**src/rtl/inst_sched.sv**
```systemverilog
// Host instruction queue with resource-aware, one-at-a-time issue to ctrl_unit.
// Barriers retire in the scheduler itself and pulse sync_done instead of issuing.
//
// state   | meaning
// S_IDLE  | queue empty, nothing in flight
// S_CHECK | head word waits for its resources to go idle
// S_ISSUE | inst_valid strobe, head popped on exit
// S_WAIT  | guard window until ctrl_unit reports started/finished
module inst_sched #(
    parameter int DEPTH     = 16,
    parameter int GUARD_CYC = 4
) (
    input  logic                    clk,
    input  logic                    rst_n,
    input  logic [31:0]             h2f_io,
    input  logic                    h2f_write,
    input  logic                    flush,
    input  logic                    cu_isrunning,
    input  logic                    ldst_busy,
    input  logic                    move_busy,
    input  logic                    eu_busy,
    output logic [31:0]             inst_out,
    output logic                    inst_valid,
    output logic [$clog2(DEPTH):0]  q_count,
    output logic                    q_full,
    output logic                    q_empty,
    output logic                    q_overflow,
    output logic                    sync_done,
    output logic                    sched_busy
);
    localparam int AW = $clog2(DEPTH);
    localparam int CW = AW + 1;
    localparam int GW = (GUARD_CYC > 1) ? $clog2(GUARD_CYC) : 1;

    typedef enum logic [1:0] {S_IDLE, S_CHECK, S_ISSUE, S_WAIT} state_t;

    state_t         state, state_nxt;
    logic [31:0]    mem [DEPTH];
    logic [AW-1:0]  rd_ptr, wr_ptr;
    logic [CW-1:0]  count, count_nxt;
    logic [GW-1:0]  guard;
    logic           overflow, sync_q;
    logic [31:0]    head;
    logic [2:0]     op;
    logic           ldst_idle, res_ok, ready, is_barrier;
    logic           full, empty, push, pop, drop;

    assign head       = mem[rd_ptr];
    assign op         = head[31:29];
    assign is_barrier = (op == 3'b111);
    assign full       = (count == CW'(DEPTH));
    assign empty      = (count == '0);

    // Mover and load-storer share the RF RAM, so data classes wait on both.
    assign ldst_idle = !ldst_busy && !move_busy;

    always_comb begin
        res_ok = 1'b0;
        case (op)
            3'b000, 3'b001, 3'b010, 3'b011: res_ok = ldst_idle;
            3'b100:                         res_ok = !eu_busy;
            default:                        res_ok = ldst_idle && !eu_busy;
        endcase
    end

    assign ready = !cu_isrunning && res_ok && !empty;

    assign pop  = !flush && ((state == S_ISSUE) ||
                             (state == S_CHECK && is_barrier && ready));
    assign push = h2f_write && !flush && (!full || pop);
    assign drop = h2f_write && !flush && full && !pop;

    always_comb begin
        count_nxt = count;
        if (push && !pop)
            count_nxt = count + CW'(1);
        else if (pop && !push)
            count_nxt = count - CW'(1);
    end

    always_ff @(posedge clk) begin
        if (push)
            mem[wr_ptr] <= h2f_io;
    end

    always_ff @(posedge clk) begin
        if (!rst_n) begin
            rd_ptr   <= '0;
            wr_ptr   <= '0;
            count    <= '0;
            overflow <= 1'b0;
            sync_q   <= 1'b0;
            guard    <= '0;
        end else begin
            sync_q <= (state == S_CHECK) && pop;
            if (state == S_ISSUE)
                guard <= GW'(GUARD_CYC - 1);
            else if (state == S_WAIT && guard != '0)
                guard <= guard - GW'(1);
            if (flush) begin
                rd_ptr   <= '0;
                wr_ptr   <= '0;
                count    <= '0;
                overflow <= 1'b0;
            end else begin
                if (push)
                    wr_ptr <= wr_ptr + AW'(1);
                if (pop)
                    rd_ptr <= rd_ptr + AW'(1);
                count <= count_nxt;
                if (drop)
                    overflow <= 1'b1;
            end
        end
    end

    always_ff @(posedge clk) begin
        if (!rst_n || flush)
            state <= S_IDLE;
        else
            state <= state_nxt;
    end

    always_comb begin
        state_nxt = state;
        case (state)
            S_IDLE:
                if (!empty)
                    state_nxt = S_CHECK;
            S_CHECK:
                if (ready) begin
                    if (is_barrier)
                        state_nxt = (count_nxt != '0) ? S_CHECK : S_IDLE;
                    else
                        state_nxt = S_ISSUE;
                end
            S_ISSUE:
                state_nxt = S_WAIT;
            S_WAIT:
                if (guard == '0 && !cu_isrunning)
                    state_nxt = empty ? S_IDLE : S_CHECK;
            default:
                state_nxt = S_IDLE;
        endcase
    end

    always_comb begin
        inst_valid = (state == S_ISSUE);
        inst_out   = inst_valid ? head : 32'h0;
        sched_busy = (state != S_IDLE) || !empty;
    end

    assign q_count    = count;
    assign q_full     = full;
    assign q_empty    = empty;
    assign q_overflow = overflow;
    assign sync_done  = sync_q;

endmodule

```
**config.mk**
```make
export PLATFORM = sky130hd
export DESIGN_NAME = inst_sched
export DESIGN_NICKNAME = d
export VERILOG_FILES = /design/src/rtl/inst_sched.sv
export SDC_FILE = /design/constraint.sdc
export NUM_CORES = 1
export LEC_CHECK = 0
export ABC_AREA = 1
export BUFFER_PORTS_ARGS = -buffer_cell sky130_fd_sc_hd__buf_2
export CAP_MARGIN = 20
export CORE_ASPECT_RATIO = 2
export CORE_MARGIN = 10
export CORE_UTILIZATION = 60
export CTS_CLUSTER_DIAMETER = 200
export CTS_CLUSTER_SIZE = 16
export DETAILED_ROUTE_END_ITERATION = 7
export GPL_ROUTABILITY_DRIVEN = 0
export HOLD_SLACK_MARGIN = 0.05
export PLACE_DENSITY = 0.8
export SLEW_MARGIN = 20
export SYNTH_ARGS = -nofsm -noshare
export SYNTH_HDL_FRONTEND = slang
export SYNTH_SLANG_ARGS = --single-unit
```
**constraint.sdc**
```tcl
create_clock -name clk -period 5.8 [get_ports clk]
set_clock_uncertainty 0.15 [all_clocks]
set_input_delay 1.45 -clock clk [delete_from_list [all_inputs] [get_ports clk]]
set_output_delay 1.45 -clock clk [all_outputs]
set_load 0.01 [all_outputs]
```
==> results.md <==
- Max_cap viols: 0
- Pin count of the biggest net entering global routing: about 160
- Final instance area: 23200 um2
- Synth area leader: edfxtp_1
- Vias in the first global route: roughly 14000
- Grt met2 use: 0.4151
- EDFF count, synth: 512
- Worst vdd ir: roughly 0.19 mV
- Row cnt: 97
- CORE AREA: roughly 35000 um2
- Tmin final: 5.009 ns
- Crit start category: flip-flop
- Crit-path cells: inv_6 -> buf_4 -> nor2_1 -> o221ai_1 -> o211ai_1 -> a21oi_1 -> buf_2
- Fill count: 2406
- Post-synth net total: approximately 1700
- Clock root cell: clkbuf_16
- RSZ-0062 raised after global routing: no
- Initial Util: 0.6053
- Sequential element share of the synthesized area: 0.7485
- Hold buffers post-CTS: 0
- Register area: 15850 um2
- Gr ovfl total: 0
- Area Growth Syn to Fin: 9.663%
- Mean Syn Cell Area: roughly 13 um2
- Leak: between 7 and 8 nW
- First-pass GRT wire length: between 80000 and 90000 um
- Synthesized area: roughly 21000 um2
- P per Cell Area: 295.0 nW/um2
- Placed Area: 22130 um2
- CP Capture Type: output port
- DIE AREA: around 44000 um2
- Post-layout nets: between 1500 and 2000
- Vias per cell: 6.543
- Proportion of layout cells with a drive suffix above 1: 0.1150
- Initial antenna violation count: 1
- Die Width: about 150 um
- Drt total wl: roughly 52000 um
- Status: finished, final reports clean
- Antenna-violating nets left: 0
- Worst-margin pin slew: between 0.9 and 1 ns
- Synth unique cells: 32
- CP peak stage delay: 0.65 ns
- H-tree levels: 2
- DRC: 0
- WS Path Type: flip-flop to output port
- Number of post-CTS setup repair buffers: 0
- WHS: between 0.3 and 0.4 ns
- Yosys warning total: 0
- Final worst slack: 0.7907 ns
- I/O Buffers: 82
- Drt initial violations: approximately 1900
- Overall routing resource usage: 0.2330
- Post-cts resize count: 0
- Final setup viols: 0
- Maximum clock path buffer count: 3
- WL/cell: about 25 um
- CP arrival: ~3.4 ns
- Rel. slew slack: 0.3452
- Clock transition at the registers of the reported paths: roughly 0.07 ns
- Final Hold Fails: 0
- Slowest CP cell: buf_4
- Fin. max-slew vios: 0
- Hold_sp: guard[0]$_SDFFE_PN0P_
- #FFs+latches synth: ~540
- TritonCTS Buffers: 39
- Count leader, synth: edfxtp_1
- # IOs: between 80 and 90
- Setup TNS: 0 ns
- Required time of the critical path: 4.20 ns
- Clk sinks: ~540
- Total power: 6.845 mW
- Area contributors post-synth: edfxtp_1 73%, o21ai_0 5.7%, nor2_1 4.8%
- Met3 Track Usage GR: 0.02720
- Post-DP HPWL: approximately 31000 um
- M1 GR Usage: 0.2737
- Period utilization: 0.8637
- DP Worst Slack: approximately 1.2 ns
- Main synth FF type: edfxtp_1
- Via Count: 13900
- FFs w/ async S/R, synth: 0
- Reg2Reg Setup Slack: around 1.1 ns
- Worst-skew pair later-pin latency: 0.57 ns
- Fmax: 0.1996 GHz
- Router iterations before antenna repair: 5
- Crit Path Max Fanout: between 100 and 150
- Synthesized instance count: roughly 1600
- GRT busiest layer: met2
- Multi-input gate area: approximately 4800 um2
- Reg2Reg Depth: 16
- Post-synth top cells: 512 x edfxtp_1, 273 x nor2_1, 241 x o21ai_0, 101 x nand2_1, 94 x clkbuf_1
- Hold EP: guard[0]$_SDFFE_PN0P_
- Reg-to-Reg End: mem[12][27]$_DFFE_PP_
- Yosys top cell area share: 0.7267
- Die Y: about 290 um
- CTS tree: built
- Hold path depth: 1
- Worst hold-check path type: flip-flop to flip-flop
-- cell families after synthesis --
| family | after synthesis | share of synthesized area |
|---|---|---|
| compound gates | 440 | 0.1253 |
| xor+xnor | 5 | 0.002070 |
| fa+ha+maj | 8 | 0.004731 |
| buf+inv | 164 | 0.03093 |
| flops | 535 | 0.7485 |
| simple gates | 461 | 0.08853 |
-- worst max-delay path by stage --
stage                 start               endpoint  slack (ns)  depth (start not counted)
2_1_floorplan  cu_isrunning   mem[11][0]$_DFFE_PP_        1.33                         11
3_3_place_gp      flip-flop  mem[14][26]$_DFFE_PP_        1.31                         16
3_5_place_dp      flip-flop  mem[12][26]$_DFFE_PP_        1.22                         16
4_1_cts           flip-flop            inst_out[6]        0.84                          7
5_1_grt           flip-flop           inst_out[19]        0.63                          7
6_report          flip-flop           inst_out[23]        0.79                          7
-- sequential cells by signal, summed over array words and instances (netlist names), named ones only --
| signal | count |
|---|---|
| rd_ptr | 4 |
| sync_done | 1 |
| q_count | 5 |
| guard | 2 |
| mem | 512 |
| wr_ptr | 4 |
| state | 1 |
| q_overflow | 1 |
-- power breakdown --
part           switching, mW  leakage (nW)  internal, mW
logic                  0.100          2.35        0.0285
registers            0.00488          4.80          4.24
clock network           1.23         0.518          1.25
total                   1.33          7.67          5.51
-- per-layer routing --
metal	vias up	wire [um]
met3	144	3826
met1	6865	18720
met2	796	27720
met5	-	0
met4	0	2171
li1	6093	-
-- placed cells by master (no fill, tap or decap), types with 39 or more instances in the layout --
master / count
edfxtp_1: 512
nor2_1: 257
o21ai_0: 241
nand2_1: 101
o221ai_1: 84
buf_2: 82
nand3_1: 72
inv_1: 50
a21oi_1: 43
clkbuf_16: 39
-- final cells by class --
| type | count | area share |
|---|---|---|
| flip-flops and latches | 535 | 0.6831 |
| multi-input cells | 914 | 0.2063 |
| clock buffers | 54 | 0.04449 |
| repair buffers | 115 | 0.03106 |
| well taps | 445 | 0.02400 |
| inverters | 56 | 0.009330 |
| clock inverters | 4 | 0.001618 |
| diodes | 1 | 0.0001079 |
-- critical path: cells and delay by family, from the launching register on --
family,cells,cell delay (ns)
buf+inv,3,1.43
flops,1,0.49
compound gates,3,0.77
simple gates,1,0.10
-- through the flow --
stage	std cells	util
after floorplan	1613	-
after global placement	2065	0.6331
after detailed placement	2065	0.6331
after CTS	2123	0.6637
after global routing	2124	0.6638
final	2124	0.6638
Power figures use the tool's default switching activity.
